===== src/rtl/keypad_pkg.sv =====
`default_nettype none
// ---------------------------------------------------------------------------
// keypad_pkg : shared types and key-legend helper for the 4x4 keypad scanner
// Revision   : 1.0
// ---------------------------------------------------------------------------
package keypad_pkg;

  typedef enum logic [1:0] {
    IDLE    = 2'd0,
    CONFIRM = 2'd1,
    PRESSED = 2'd2,
    RELEASE = 2'd3
  } kp_state_t;

  typedef enum logic [1:0] {
    SCAN_EMPTY  = 2'd0,
    SCAN_SINGLE = 2'd1,
    SCAN_MULTI  = 2'd2
  } scan_result_t;

  // ASCII legend printed on the keycap for code = {col[1:0], row[1:0]}
  function automatic logic [7:0] kp_hex(input logic [3:0] code);
    logic [7:0] ch;
    case (code)
      4'h0: ch = "1";
      4'h1: ch = "4";
      4'h2: ch = "7";
      4'h3: ch = "*";
      4'h4: ch = "2";
      4'h5: ch = "5";
      4'h6: ch = "8";
      4'h7: ch = "0";
      4'h8: ch = "3";
      4'h9: ch = "6";
      4'hA: ch = "9";
      4'hB: ch = "#";
      4'hC: ch = "A";
      4'hD: ch = "B";
      4'hE: ch = "C";
      default: ch = "D";
    endcase
    return ch;
  endfunction

endpackage
`default_nettype wire


===== src/rtl/sync_2ff.sv =====
`default_nettype none
// ---------------------------------------------------------------------------
// sync_2ff : two-flop synchronizer for a bus of independent asynchronous bits
// Revision : 1.0
// ---------------------------------------------------------------------------
module sync_2ff #(
  parameter int               WIDTH     = 1,
  parameter logic [WIDTH-1:0] RESET_VAL = '0
) (
  input  logic             clk,
  input  logic             rst,
  input  logic [WIDTH-1:0] d,
  output logic [WIDTH-1:0] q
);

  logic [WIDTH-1:0] meta;

  always_ff @(posedge clk) begin
    if (rst) begin
      meta <= RESET_VAL;
      q    <= RESET_VAL;
    end else begin
      meta <= d;
      q    <= meta;
    end
  end

endmodule
`default_nettype wire


===== src/rtl/keypad_scanner.sv =====
`default_nettype none
// ---------------------------------------------------------------------------
// keypad_scanner : 4x4 matrix scan with whole-scan debounce, one pulse per press
// Revision       : 1.0
// ---------------------------------------------------------------------------
module keypad_scanner
  import keypad_pkg::*;
#(
  parameter int FREQUENCY      = 27_000_000,
  parameter int SCAN_MS        = 1,
  parameter int DEBOUNCE_SCANS = 4
) (
  input  logic       clk,
  input  logic       rst,
  input  logic [3:0] row_n,
  output logic [3:0] col_n,
  output logic [3:0] key_code,
  output logic       key_valid,
  output logic       key_held
);

  localparam int DWELL = FREQUENCY * SCAN_MS / 1000;
  localparam int DW_W  = $clog2(DWELL);
  localparam int DB_W  = $clog2(DEBOUNCE_SCANS + 1);

  localparam logic [DW_W-1:0] DWELL_LAST = DW_W'(DWELL - 1);
  localparam logic [DB_W-1:0] DB_LAST    = DB_W'(DEBOUNCE_SCANS - 1);
  localparam logic [DB_W-1:0] DB_ONE     = DB_W'(1);

  logic [3:0]      row_sync;
  logic [DW_W-1:0] dwell_cnt;
  logic [1:0]      col_idx;
  logic [1:0]      acc_cnt;
  logic [3:0]      acc_code;
  logic            scan_done;
  scan_result_t    scan_res;
  logic [3:0]      scan_code;
  kp_state_t       state;
  logic [3:0]      cand;
  logic [DB_W-1:0] db_cnt;

  sync_2ff #(
    .WIDTH     (4),
    .RESET_VAL (4'hF)
  ) u_row_sync (
    .clk (clk),
    .rst (rst),
    .d   (row_n),
    .q   (row_sync)
  );

  logic       sample;
  logic [2:0] cur_cnt;
  logic [1:0] cur_row;
  logic [2:0] total_cnt;
  logic [1:0] merged_cnt;
  logic [3:0] merged_code;

  assign sample = (dwell_cnt == DWELL_LAST);

  // Fold this column's rows into the running snapshot; column 0 starts a fresh scan.
  always_comb begin
    cur_cnt = 3'd0;
    cur_row = 2'd0;
    for (int r = 0; r < 4; r++) begin
      if (!row_sync[r]) begin
        cur_cnt = cur_cnt + 3'd1;
        cur_row = r[1:0];
      end
    end
    total_cnt   = ((col_idx == 2'd0) ? 3'd0 : 3'(acc_cnt)) + cur_cnt;
    merged_cnt  = (total_cnt >= 3'd2) ? 2'd2 : total_cnt[1:0];
    merged_code = (cur_cnt != 3'd0) ? {col_idx, cur_row} : acc_code;
  end

  always_ff @(posedge clk) begin
    if (rst) begin
      dwell_cnt <= '0;
      col_idx   <= 2'd0;
      col_n     <= 4'b1110;
      acc_cnt   <= 2'd0;
      acc_code  <= 4'd0;
      scan_done <= 1'b0;
      scan_res  <= SCAN_EMPTY;
      scan_code <= 4'd0;
    end else begin
      scan_done <= 1'b0;
      if (sample) begin
        dwell_cnt <= '0;
        col_idx   <= col_idx + 2'd1;
        col_n     <= {col_n[2:0], col_n[3]};
        acc_cnt   <= merged_cnt;
        acc_code  <= merged_code;
        if (col_idx == 2'd3) begin
          scan_done <= 1'b1;
          scan_code <= merged_code;
          case (merged_cnt)
            2'd0:    scan_res <= SCAN_EMPTY;
            2'd1:    scan_res <= SCAN_SINGLE;
            default: scan_res <= SCAN_MULTI;
          endcase
        end
      end else begin
        dwell_cnt <= dwell_cnt + 1'b1;
      end
    end
  end

  logic is_single;
  logic hit_cand;
  logic hit_key;

  // MULTI never matches a code, so it behaves exactly like EMPTY below.
  assign is_single = (scan_res == SCAN_SINGLE);
  assign hit_cand  = is_single && (scan_code == cand);
  assign hit_key   = is_single && (scan_code == key_code);

  always_ff @(posedge clk) begin
    if (rst) begin
      state     <= IDLE;
      cand      <= 4'd0;
      db_cnt    <= '0;
      key_code  <= 4'd0;
      key_valid <= 1'b0;
      key_held  <= 1'b0;
    end else begin
      key_valid <= 1'b0;
      if (scan_done) begin
        unique case (state)
          IDLE: begin
            if (is_single) begin
              state  <= CONFIRM;
              cand   <= scan_code;
              db_cnt <= DB_ONE;
            end
          end
          CONFIRM: begin
            if (hit_cand) begin
              if (db_cnt == DB_LAST) begin
                state     <= PRESSED;
                key_code  <= cand;
                key_valid <= 1'b1;
                key_held  <= 1'b1;
                db_cnt    <= '0;
              end else begin
                db_cnt <= db_cnt + 1'b1;
              end
            end else if (is_single) begin
              cand   <= scan_code;
              db_cnt <= DB_ONE;
            end else begin
              state  <= IDLE;
              db_cnt <= '0;
            end
          end
          PRESSED: begin
            if (!hit_key) begin
              state  <= RELEASE;
              db_cnt <= DB_ONE;
            end
          end
          RELEASE: begin
            if (hit_key) begin
              state  <= PRESSED;
              db_cnt <= '0;
            end else if (db_cnt == DB_LAST) begin
              state    <= IDLE;
              key_held <= 1'b0;
              db_cnt   <= '0;
            end else begin
              db_cnt <= db_cnt + 1'b1;
            end
          end
          default: state <= IDLE;
        endcase
      end
    end
  end

endmodule
`default_nettype wire

===== config.mk =====
export PLATFORM = sky130hd
export DESIGN_NAME = keypad_scanner
export DESIGN_NICKNAME = d
export VERILOG_FILES = /design/src/rtl/keypad_pkg.sv /design/src/rtl/sync_2ff.sv /design/src/rtl/keypad_scanner.sv
export SDC_FILE = /design/constraint.sdc
export NUM_CORES = 1
export LEC_CHECK = 0
export ABC_AREA = 1
export CORE_ASPECT_RATIO = 0.6
export CORE_MARGIN = 5
export CORE_UTILIZATION = 54
export DETAILED_ROUTE_END_ITERATION = 12
export GPL_TIMING_DRIVEN = 0
export PLACE_DENSITY = 0.73
export SYNTH_ARGS = -nofsm -noshare
export SYNTH_HDL_FRONTEND = slang
export SYNTH_SLANG_ARGS = --single-unit

===== constraint.sdc =====
create_clock -name clk -period 2.4 [get_ports clk]
set_input_delay 0.24 -clock clk [delete_from_list [all_inputs] [get_ports clk]]
set_output_delay 0.24 -clock clk [all_outputs]
set_load 0.02 [all_outputs]

[After elaboration in Yosys (flattened, before gate mapping)]
Index checks and enable logic that the tools add are counted.
Storage, ports and cells
  memories: 0
  bits in registers: 57
  memory bits (writable): 0
  bits in latches: 0
  output and inout port bits: 10
  ROM bits: 0
  logic and storage cells: 101
  input bits: 6
Operators by class
  order comparisons: 1
  divide/modulo/power cells: 0
  shift operators: 0
  mux-type cells: 36
  multipliers: 0
  bitwise gates (word level): 4
  $add $sub $neg: 7
  equal/unequal tests: 20
  reduce and logical (&&, ||, !) cells: 17
Operator list (number)
  3-bit two-way mux: 8
  2-bit two-way mux: 11
  15-bit by 1-bit adder with 15-bit output, second input constant: 1
  15-bit equality test, second input constant: 1
  2-bit inequality test, second input constant: 7
  3-bit by 1-bit adder with 3-bit output, second input constant: 4
  4-bit two-way mux: 3
  3-bit case mux with 4 select lines: 1
  6-bit AND reduction: 2
  1-bit two-way mux: 9
  3-bit inequality test, second input constant: 3
  4-bit equality test: 2
  2-bit case mux with 4 select lines: 1
  4-bit case mux with 2 select lines: 1
  2-bit by 1-bit equality test with 1-bit output, second input constant: 3
  2-bit equality test, second input constant: 3
  2-bit logical NOT: 3
  3-bit AND reduction: 2
  1-bit inverter: 4
  2-bit case mux with 2 select lines: 1
  4-bit AND reduction: 1
  2-bit nonzero test: 2
  2-bit OR reduction: 2
  4-bit OR reduction: 1
  other kinds (8): 9

[Depth between registers and ports, before layout]
Gate-level depths: netlist of the first run.
  depth after elaboration: 12
  gate-level depth with buffers: 16
  gate-level depth less buffers: 16

[Cells and area by module]
A second synthesis of the first run with hierarchy kept.
Second synthesis, totals
  cells, all modules: 391
  area total of the unflattened synthesis: 2772.7 µm²
By module, submodules not included
  keypad_scanner: cells an instance 366, instances 1, sequential area each 980.9 µm², area each 2548.7 µm²
  sync_2ff: cells an instance 25, instances 1, sequential area each 160.2 µm², area each 224.0 µm²

[Worst setup path after synthesis of the first run]
No wires, ideal clock.
  kind: register to register
  start: reg u_row_sync.q[0]
  end: reg acc_cnt[0]
  path slack: 0.288 ns
  path buffers: 0
  required time: 2.278 ns
  data arrival time: 1.991 ns
  period minus slack after synthesis: 2.112 ns
  library setup time: 0.122 ns
  stages on the path, launching flop included: 16
  path through: dfxtp_1 -> inv_1 -> ha_1 -> inv_1 -> nand2_1 -> nand2_2 -> inv_2 -> nand2_2 -> nand2_2 -> inv_2 -> ha_1 -> inv_1 -> fa_1 -> nand3b_1 -> nand4_1 -> o22ai_1
Between the ends
  word-level cells in the longest chain between the ends: 10
RTL lines
  start, declared: RTL line sync_2ff.sv:13  | output logic [WIDTH-1:0] q
  start signal, assigned: RTL line sync_2ff.sv:24  | q <= meta;
  1-bit two-way mux *: RTL line keypad_scanner.sv:66  | if (!row_sync[r]) begin
  3-bit by 1-bit adder with 3-bit output: RTL line keypad_scanner.sv:67  | cur_cnt = cur_cnt + 3'd1;
  3-bit two-way mux *: RTL line keypad_scanner.sv:66
  3-bit by 1-bit adder with 3-bit output: RTL line keypad_scanner.sv:67
  3-bit two-way mux *: RTL line keypad_scanner.sv:66
  3-bit by 1-bit adder with 3-bit output: RTL line keypad_scanner.sv:67
  3-bit two-way mux *: RTL line keypad_scanner.sv:66
  2-bit by 3-bit adder with 3-bit output *: RTL line keypad_scanner.sv:71  | total_cnt = ((col_idx == 2'd0) ? 3'd0 : 3'(acc_cnt)) + cur_cnt;
  3-bit by 2-bit >= comparator with 1-bit output: RTL line keypad_scanner.sv:72  | merged_cnt = (total_cnt >= 3'd2) ? 2'd2 : total_cnt[1:0];
  2-bit two-way mux *: RTL line keypad_scanner.sv:72
  end signal, assigned: RTL line keypad_scanner.sv:92  | acc_cnt <= merged_cnt;
  end, declared: RTL line keypad_scanner.sv:33  | logic [1:0] acc_cnt;
Every way passes the cells marked *; elsewhere a longest branch is shown, timed or not.
A chain may end at the register's enable or synchronous reset.

[Worst setup path in the final report of the first run]
  start: reg u_row_sync.q[1]
  end: reg scan_res[0]
Between the ends
  word-level cells in the longest chain between the ends: 10
  elaborated cells on any way between the ends: 11
  those cells by class: add/sub (3); order compare (1); eq/ne (1); mux (5); reduce/logical (1)
RTL lines
  3-bit two-way mux *: RTL line keypad_scanner.sv:66
  3-bit by 1-bit adder with 3-bit output: RTL line keypad_scanner.sv:67
  3-bit two-way mux *: RTL line keypad_scanner.sv:66
  3-bit by 1-bit adder with 3-bit output: RTL line keypad_scanner.sv:67
  3-bit two-way mux *: RTL line keypad_scanner.sv:66
  2-bit by 3-bit adder with 3-bit output *: RTL line keypad_scanner.sv:71
  3-bit by 2-bit >= comparator with 1-bit output: RTL line keypad_scanner.sv:72
  2-bit two-way mux *: RTL line keypad_scanner.sv:72
  2-bit by 1-bit equality test with 1-bit output or 2-bit logical NOT (tied branches): RTL line keypad_scanner.sv:97  | case (merged_cnt)
  2-bit case mux with 2 select lines *: RTL line keypad_scanner.sv:97
  end signal, assigned: RTL line keypad_scanner.sv:98  | 2'd0: scan_res <= SCAN_EMPTY;
  end signal, assigned: RTL line keypad_scanner.sv:99  | 2'd1: scan_res <= SCAN_SINGLE;
  end signal, assigned: RTL line keypad_scanner.sv:100  | default: scan_res <= SCAN_MULTI;
  end, declared: RTL line keypad_scanner.sv:36  | scan_result_t scan_res;
Marked as above.

==> results of run 1 <==
-- final cells by class --
type                    instances  share of cell area
well taps                      66              0.0250
multi-input cells             272               0.430
clock inverters                 5              0.0234
plain buffers                   5             0.00681
inverters                      62              0.0711
repair buffers                 18              0.0522
clock buffers                  11              0.0457
flip-flops and latches         57               0.346
-- stage by stage --
stage               hold slack, ns  utilization  power [mW]  setup slack [ns]  area [um2]
CTS                          0.409        0.649        2.11           0.00956        3260
floorplan                    0.344            -        1.06             0.288        2800
detailed placement           0.394        0.602        1.09           0.00688        3030
finish                       0.408        0.658        2.10             0.107        3310
global placement             0.394        0.602        1.09             0.124        3030
global route                 0.433        0.658        2.19           0.00131        3310
-- cell usage after synthesis --
cell type,count
o21a_1,1
nand4_1,9
nor3_2,2
clkinv_1,1
a21oi_1,26
ha_1,9
a21boi_1,1
fa_1,1
a211oi_1,1
nor2_8,1
o22ai_1,1
o211ai_1,1
nor2_1,46
nor3_1,8
nand3_1,35
nor2_2,1
xnor2_1,3
nand3b_1,1
nor2_4,1
or2_2,9
buf_2,3
nor4_1,3
and3_1,1
clkbuf_1,2
o21ai_0,6
nand2_4,1
nor3b_1,1
o21ai_4,1
nand2_1,80
dfxtp_1,57
o21ai_1,15
inv_1,48
a31oi_1,1
nand2_2,6
inv_2,13
-- routing by layer --
metal  vias up  wire, um
met2        56      2370
met4         0        49
li1       1337         -
met5         -         0
met3         7       310
met1      1117      3320
-- logic make-up after synthesis --
kind of cell | after synthesis | share of synthesized area
flip-flops | 57 | 0.408
XOR/XNOR | 3 | 0.00940
AND/OR/NAND/NOR | 205 | 0.339
buffers and inverters | 67 | 0.0913
adder cells (fa/ha/maj) | 10 | 0.0474
AO/OA/AOI/OAI | 54 | 0.105
-- worst paths after layout --
| path | startpoint | endpoint | slack, ns | depth (start not counted) |
|---|---|---|---|---|
| worst max-delay path | u_row_sync.q[1] | scan_res[0] | 0.11 | 12 |
| worst min-delay path | u_row_sync.meta[3] | u_row_sync.q[3] | 0.41 | 1 |
| worst max register to register | u_row_sync.q[1] | scan_res[0] | 0.11 | 12 |
| worst min register to register | u_row_sync.meta[3] | u_row_sync.q[3] | 0.41 | 1 |
-- flip-flops by register name (all words and copies together) (netlist names) --
signal / cells
col_idx: 2
u_row_sync.meta: 4
key_valid: 1
scan_res: 2
key_held: 1
u_row_sync.q: 4
acc_code: 4
scan_done: 1
acc_cnt: 2
db_cnt: 3
scan_code: 4
dwell_cnt: 15
col_n: 4
state: 2
cand: 4
key_code: 4
-- critical path, delay by kind of cell, from the launching register on --
| family | cells | cell delay (ns) |
|---|---|---|
| AO/OA/AOI/OAI | 2 | 0.32 |
| adder cells (fa/ha/maj) | 2 | 0.88 |
| buffers and inverters | 3 | 0.17 |
| flip-flops | 1 | 0.35 |
| AND/OR/NAND/NOR | 5 | 0.52 |
-- power by group --
group	switching [mW]	internal [mW]	total, mW
combinational	0.0699	0.0462	0.116
sequential	0.00793	0.957	0.965
clock	0.385	0.637	1.02
-- what timing repair did --
item | in CTS | in global routing
cloned | 0 | 0
pin swaps | 1 | 4
resized for setup | 2 | 7
endpoints found under the setup margin | 4 | 4
buffers inserted | 0 | 3
==> run summary, run 1 <==
Sorting the synthesized cells by area gives the leading types as dfxtp_1, nand2_1, inv_1, nand3_1, nor2_1. In this run, the number of DRC markers left after iteration 0 of detailed routing was 189. Total of endpoints with negative setup slack in the final report: 0. TritonCTS built the clock tree. The die is 65.7 um tall.

The flow ran to the end, and the final reports show no timing, DRC or antenna violations. Across the routed clock network, the largest skew measured is 0.00403 ns. In this run the deepest clock path goes through 2 buffers. The maximum clock frequency was 436 MHz. Summing every instance area after synthesis gives 2800 um2. In the layout the commonest cells are nand2_1, dfxtp_1, inv_1, nor2_1, nand3_1. The tools report the diode insertion count for antenna repair as 0. The first global-routing pass estimated 10700 um of wire. The largest net degree at the start of global routing came out at 11. The effective utilization at floorplan is 0.556, and the fraction of met2 tracks used by global routing is 0.279. The power density relative to cell area is 635 nW/um2, and the placeable core region is 5030 um2.

Buffers inserted during clock tree synthesis total 9. The library cell contributing the largest single delay on the critical path is fa_2. The H-tree was split into 3 levels. Path category of the worst min-delay check: register to register. The floorplan die width works out to 103 um. The worst max-slew margin expressed relative to the limit was 0.638. Sequential standard cell area: 1140 um2. Setup repair after global routing left no endpoint under its margin. The worst-case IR drop observed on VDD is 0.327 mV. For the pin with the worst max-slew slack, the measured transition is 0.542 ns. The top cell type's share of synthesized area is 0.408, and the maximum net fanout on the critical path is 9.

The library cell with the largest summed area after synthesis is dfxtp_1. The floorplan step defined a die boundary enclosing 6760 um2. Ratio of final minimum period to clock period: 0.956. Clock tree synthesis selected as its root buffer the cell clkbuf_8.

The fraction of layout cells with a size suffix above 1 came out at 0.151. The tools report the startpoint type of the worst setup path as a register. The number of global-route vias before repair is 2317.

The clock period minus final worst setup slack was 2.29 ns. Excluding fillers, the count of instances in the completed layout stands at 496. Synthesis inferred 57 register bits.

The TritonCTS sink count is 57, and the via count is 2517. The multi-input combinational cells in the finished layout cover a total of 1420 um2. For this run, the number of Yosys warnings is 0. The synthesized area per cell was 7.06 um2; the post-cts hold buffer count was 0. Dividing the detail-routed wire length by the instance count gives 12.2 um. After clock tree synthesis, the clock-pin slew on the worst setup and hold paths is 0.06 ns. Dividing the detail-routed via count by the number of cells gives 5.07.

The global routing met3 resource utilization is 0.0753. The logs give 0.299 for the met1 track demand over resource in global routing and 443 for the count of filler cells inserted in the layout. The placed wire-length estimate is 4590 um.

The detail route stage leaves a number of antenna-violating nets equal to 0. The most used routing layer in global routing is met1. The count of endpoints failing hold in the final timing report was 0. Counting tap cells, the placed design contains a total of 477 instances. The worst setup path is of the register to register kind.

For the sequential cell area fraction in the yosys report, the log shows 0.408. The overall routing resource usage is 0.204. The number of pins exceeding their max-slew limit in the final report was 0. The total wire length after detailed routing is 6060 um, and the net count after synthesis is 412.

The area added between synthesis and finish was 18.3%; the clock network latency to the later pin of the worst-skew pair was 0.34 ns. The number of antenna violations at the first check in global routing is 0, and the leakage power summed over all cells is 1.33 nW. At the end of routability-driven placement, the weighted congestion stood at 0.874.

In the final design database the tool counted 441 nets. The number of I/O pins is 16. The run gives 35 as the post-synthesis cell type count.

Most common cell after layout, fill and taps aside: nand2_1. The delay of the slowest cell on the worst path came out at 0.61 ns. STA puts the critical path data required time at 2.68 ns. Final sum of negative setup slack: 0 ns. The kind of end point of the critical path is a register.

The number of iterations in the first detailed-routing pass was 5. Number of core rows: 20. The tools report the total DRC errors in the routed layout as 0.

For the worst setup path, the data arrival time is 2.57 ns. The count of buffers inserted at the top-level ports is 15, and the number of instances in the synthesized netlist is 396. Traced cell by cell, the critical path runs through inv_2 -> ha_4 -> inv_1 -> nand2_1 -> nand2_2 -> inv_2 -> nand2_1 -> nand3_1 -> o21ai_4 -> fa_2 -> nand4_1 -> a21oi_2. The residual overflow from global routing is 0, and the max-cap violation count is 0.
(Power assumes the default switching activity.)
==> inputs of run 2 (changes only) <==
--- a/config.mk
+++ b/config.mk
@@ -12,6 +12,7 @@
 export DETAILED_ROUTE_END_ITERATION = 12
 export GPL_TIMING_DRIVEN = 0
 export PLACE_DENSITY = 0.73
+export REMOVE_ABC_BUFFERS = 1
 export SYNTH_ARGS = -nofsm -noshare
 export SYNTH_HDL_FRONTEND = slang
 export SYNTH_SLANG_ARGS = --single-unit
==> run 2 against run 1 <==
Sequential share of layout area hardly changed; clock power increased by 7%; power rose by 3.4%; core utilization about the same.
==> run summary, run 2 (synthesized netlist as in run 1, its figures left out) <==
The via count was 2499. The kind of cell with the highest combined delay along the critical path is adder cells. Leaving out fill and tap cells, the most frequent cell in the layout is nand2_1. The delay of the slowest cell on the worst path was 0.54 ns; the required arrival time at the worst endpoint was 2.66 ns.

For the number of core rows, the log shows 20. The max-cap violation count was 0. IR analysis of the VDD net gives a maximum drop of 0.512 mV.

Maximum net fanout on the critical path: 3. The register with the most flip-flops in the layout has 15 of them. The total wire length after detailed routing is 5780 um.

The area added between synthesis and finish came out at 18.3%. Once placement finished, the instance area stood at 3010 um2. The run finished with clean final reports. The clock-pin slew reported for the worst setup and hold paths after clock tree synthesis works out to 0.06 ns. The switching part of the total power works out to 0.208. The path category of the worst min-delay check was register to register. The area of the die is 6760 um2, and the transition at the pin with the smallest max-transition slack is 0.551 ns.

The detailed-route wire length per cell came out at 11.8 um. The core utilization of the finished layout was 0.658. In the layout the commonest cells are nand2_1, dfxtp_1, nor2_1, inv_1, nand3_1. Clock latency on the worst-skew pair, taken at its later pin, is 0.34 ns. The post-placement setup slack is -0.313 ns.

The placeable core region is 5030 um2, and the effective utilization at floorplan is 0.556. The mean number of vias per cell works out to 5.08. Setup violations remaining at the end of the flow were counted as 0.

For the H-tree depth reported by CTS, the log shows 3. Entering global routing, the biggest net connects 25 pins. The count of buffers added on input and output ports is 15.

The signal on the critical path passes through inv_2 -> ha_4 -> inv_2 -> nand2_1 -> nand2_2 -> inv_2 -> nand2_2 -> nand2_2 -> inv_4 -> ha_2 -> inv_2 -> fa_1 -> nand4_1 -> a21oi_1. Setup slack closes at 0.164 ns. The final clock skew came out at 0.00827 ns.

The tools report the root buffer cell as clkbuf_8. The proportion of power drawn by the clock network is 0.503, and the power dissipated by switching net loads is 452 uW. The final net count came out at 437. The tree built by TritonCTS fans out to 57 sinks. TritonCTS built the clock tree.

The leakage power summed over all cells is 1.32 nW, and the data arrival at the endpoint of the critical path is 2.50 ns. dwell_cnt holds more flip-flops than any other register. The logs give 1.72 mW for the total internal power and 0.921 for the global placer's final weighted congestion. The total DRC errors in the routed layout was 0; the number of antenna violations at the first check in global routing was 0. The diode insertion count for antenna repair was 0; the number of routed nets with antenna violations was 0. The number of I/O pins came out at 16. The count of filler cells inserted in the layout was 443.

STA classifies the critical path startpoint as a register. The logs give 9 for the number of clock buffers inserted by TritonCTS and 4 for the number of iterations in the first detailed-routing pass. Measured along the y axis, the die boundary spans 65.7 um. The number of global-route vias before repair was 2195; the floorplan die width was 103 um. The cell that appears most often on the critical path is inv_2. The worst setup path is of the register to register kind. With fillers left out, the area of the finished cells amounts to 3310 um2.

The fraction of layout cells with a size suffix above 1 was 0.150; the worst max-slew margin expressed relative to the limit was 0.631. The worst setup path is captured at a register. In this run the deepest clock path goes through 2 buffers. The count of endpoints failing hold in the final timing report was 0. In this run, the number of DRC markers left after iteration 0 of detailed routing was 173. The overall routing resource usage is 0.189.

The slowest stage of the critical path belongs to the cell fa_1. The tools report the number of pins exceeding their max-slew limit in the final report as 0. The sum of buffers and inverters on the critical path was 5; the power density relative to cell area was 657 nW/um2. Once detailed placement completed, the half-perimeter wirelength came to 4140 um. The first global-routing pass estimated 9840 um of wire. The combinational power share was 0.053. The clock period minus final worst setup slack is 2.24 ns, and the ratio of final minimum period to clock period is 0.932.

For the register share of total power, the log shows 0.444. The maximum clock frequency was 447 MHz; the residual overflow from global routing was 0.
[run 2: through the flow]
stage / hold WS (ns) / power (mW) / instances / TNS, ns
2_1_floorplan: 0.309 / 1.06 / 391 / 0
3_3_place_gp: 0.394 / 1.09 / 472 / -4.88
3_5_place_dp: 0.394 / 1.09 / 472 / -3.35
4_1_cts: 0.409 / 2.18 / 488 / 0
5_1_grt: 0.435 / 2.26 / 492 / -0.00936
6_report: 0.408 / 2.17 / 492 / 0
[run 2: cell type report]
| type | instances | area [um2] | share of cell area |
|---|---|---|---|
| Clock buffer | 11 | 141 | 0.0427 |
| Clock inverter | 5 | 103 | 0.0310 |
| Inverter | 62 | 235 | 0.0711 |
| Multi-Input combinational cell | 272 | 1420 | 0.430 |
| Sequential cell | 57 | 1140 | 0.346 |
| Tap cell | 66 | 82.6 | 0.0250 |
| Timing Repair Buffer | 19 | 180 | 0.0545 |
[run 2: worst reg2reg max path: stages (launching register included)]
cell     delay [ns]
dfxtp_2        0.35
inv_2          0.06
ha_4           0.24
inv_2          0.04
nand2_1        0.05
nand2_2        0.11
inv_2          0.05
nand2_2        0.05
nand2_2        0.06
inv_4          0.05
ha_2           0.16
inv_2          0.04
fa_1           0.54
nand4_1        0.18
a21oi_1        0.18
[run 2: layer usage]
layer	wire length (um)	track usage	share of wire
met1	3100	0.276	0.54
met2	2150	0.253	0.37
met3	473	0.0785	0.082
met4	54	0.0485	0.0093
met5	0	0	0
[run 2: what timing repair did]
item,CTS,global route
resized for setup,0,11
endpoints found under the hold margin,0,0
setup endpoints to repair,0,18
setup buffers,0,4
hold buffers,0,0
[run 2: final timing paths]
check / from / to / slack [ns] / cells past startpoint
hold reg to reg: u_row_sync.meta[0] / u_row_sync.q[0] / 0.41 / 1
setup reg to reg: u_row_sync.q[0] / scan_res[0] / 0.16 / 14
hold / removal: u_row_sync.meta[0] / u_row_sync.q[0] / 0.41 / 1
setup / recovery: u_row_sync.q[0] / scan_res[0] / 0.16 / 14
[run 2: power groups by stage]
stage / sequential, mW / combinational [mW] / clock (mW)
6_report: 0.964 / 0.116 / 1.09
2_1_floorplan: 0.983 / 0.0745 / 0
4_1_cts: 0.964 / 0.102 / 1.11
3_3_place_gp: 0.985 / 0.101 / 0
5_1_grt: 0.965 / 0.131 / 1.17
3_5_place_dp: 0.985 / 0.102 / 0
==> inputs of run 3 (changes only) <==
--- a/config.mk
+++ b/config.mk
@@ -13,6 +13,7 @@
 export GPL_TIMING_DRIVEN = 0
 export PLACE_DENSITY = 0.73
 export REMOVE_ABC_BUFFERS = 1
+export SKIP_CTS_REPAIR_TIMING = 1
 export SYNTH_ARGS = -nofsm -noshare
 export SYNTH_HDL_FRONTEND = slang
 export SYNTH_SLANG_ARGS = --single-unit
==> results of run 3 <==
No change in the layout: final DEF, timing and power equal those of run 2.
==> edit (config.mk and constraints of run 2) <==
Add an input register stage for `row_n`, without a reset; this delays it by one clock.
--- a/src/rtl/keypad_scanner.sv
+++ b/src/rtl/keypad_scanner.sv
@@ -27,6 +27,12 @@
   localparam logic [DB_W-1:0] DB_LAST    = DB_W'(DEBOUNCE_SCANS - 1);
   localparam logic [DB_W-1:0] DB_ONE     = DB_W'(1);
 
+  logic [3:0] row_n_q;
+
+  always_ff @(posedge clk) begin
+    row_n_q <= row_n;
+  end
+
   logic [3:0]      row_sync;
   logic [DW_W-1:0] dwell_cnt;
   logic [1:0]      col_idx;
@@ -45,7 +51,7 @@
   ) u_row_sync (
     .clk (clk),
     .rst (rst),
-    .d   (row_n),
+    .d   (row_n_q),
     .q   (row_sync)
   );
 
Behaviour: no difference found for any inputs over 10 cycles, from zero or initial values and one cycle with rst high; that may be too few to reach the edited logic, so the function may still have changed.
==> edit against run 2 <==
Synthesized cell count shrank 4.0%. Synthesized area shrank 0.54%. Design area shrank 0.64%. Largest power group is now sequential cells. Sequential cell count grew 4. Wire length shrank 3.1%. Die area shrank 0.47%. First-iteration DRC count shrank 28%. Total power shrank 4.1%. Via count shrank 5.5%. Clock skew shrank 2.7 ps. Core utilization shrank 0.42 points. Worst setup slack lost 21 ps.
==> edit: results <==
synthesis:
  synth-compound-area-share_pct: 9.36
  ys_ff_latch: 61
  synthAdderAreaFrac_pct: 4.32
  async_reset_ff_share_pct: 0
  netlist_top_cells_area: "dfxtp_1 (44%), nand2_1 (11%), inv_1 (7.7%)"
  syn_avg_cell_area_um2: 7.32
  ys_seq_area_share_pct: 43.9
  synthFlopType: "dfxtp_1"
  synth_xor_area_share_pct: 2.74
  synth_mux_area_share_pct: 0.495
critical_path:
  reg2reg_depth: 9
  crit_start: "u_row_sync.q[1]"
  r2r_start: "u_row_sync.q[1]"
  ff2ff_setup_slack_ps: 140
power:
  peakVddDrop_v: 0.000439
  power.density_nw_per_um2: 634
  p_seq_mw: 1.04
  net-switching-power_mw: 0.456
  comb-power_mw: 0.0980
cts:
  post_cts_resized: 2
  post-cts-setup-buffers: 2
placement:
  dp_hpwl_um: 3940
  place_inst: 457
  gp_congestion: 0.875
  place_ws_ps: -215
  placed_area_um2: 3000
route:
  drt-initial-drc-count: 124
  wirelength_um: 5600
  met1Wirelength_um: 3100
  avgViaCountPerCell: 4.96
  wl_met3_um: 312
global_route:
  grt_use_met3_pct: 5.62
  use_met2_pct: 23.8
  grt_max_degree: 20
  use_met1_pct: 28.0
  grt_pass1_vias: 2061
  grt_pass1_wl_um: 9580
sta:
  finClkSkew_ps: 5.55
  period_needed_ps: 2260
  slew_headroom_pct: 53.3
cells_and_area:
  inv_count: 58
  multiInputGateArea_um2: 1380
  fillers: 467
  drive_above_1_share_pct: 11.0
  syn_to_final_growth_pct: 18.2
  stdcell_count: 476
  num-nonclk-buffers: 18
  buf_share_pct: 5.25
  multi_input_gates: 257
  final_nets: 420
  clkCellAreaFrac_pct: 6.40
  layout.clock_buffers: 12
min_path:
  hold_class: "in2reg"
outcome:
  status: "completed"
==> edit: cell types whose count changed in the layout (fill, tap and decap cells not counted), sizes merged, moves of 3 or more <==
| cell | run 2 | this run |
|---|---|---|
| inv | 61 | 58 |
| xor2 | 0 | 6 |
| nand2 | 87 | 84 |
| nand4 | 9 | 14 |
| nand3 | 35 | 23 |
| o21ai | 22 | 14 |
| dfxtp | 57 | 61 |
==> edit: worst min-delay path by stage <==
stage / start / end / slack [ps] / cells past startpoint
after floorplan: row_n[0] / row_n_q[0] / 270 / 0
after global placement: row_n_q[1] / u_row_sync.meta[1] / 390 / 1
final: row_n[0] / row_n_q[0] / 340 / 1
after global routing: row_n[1] / row_n_q[1] / 320 / 1
after detailed placement: u_row_sync.meta[1] / u_row_sync.q[1] / 390 / 1
after CTS: row_n[0] / row_n_q[0] / 320 / 1
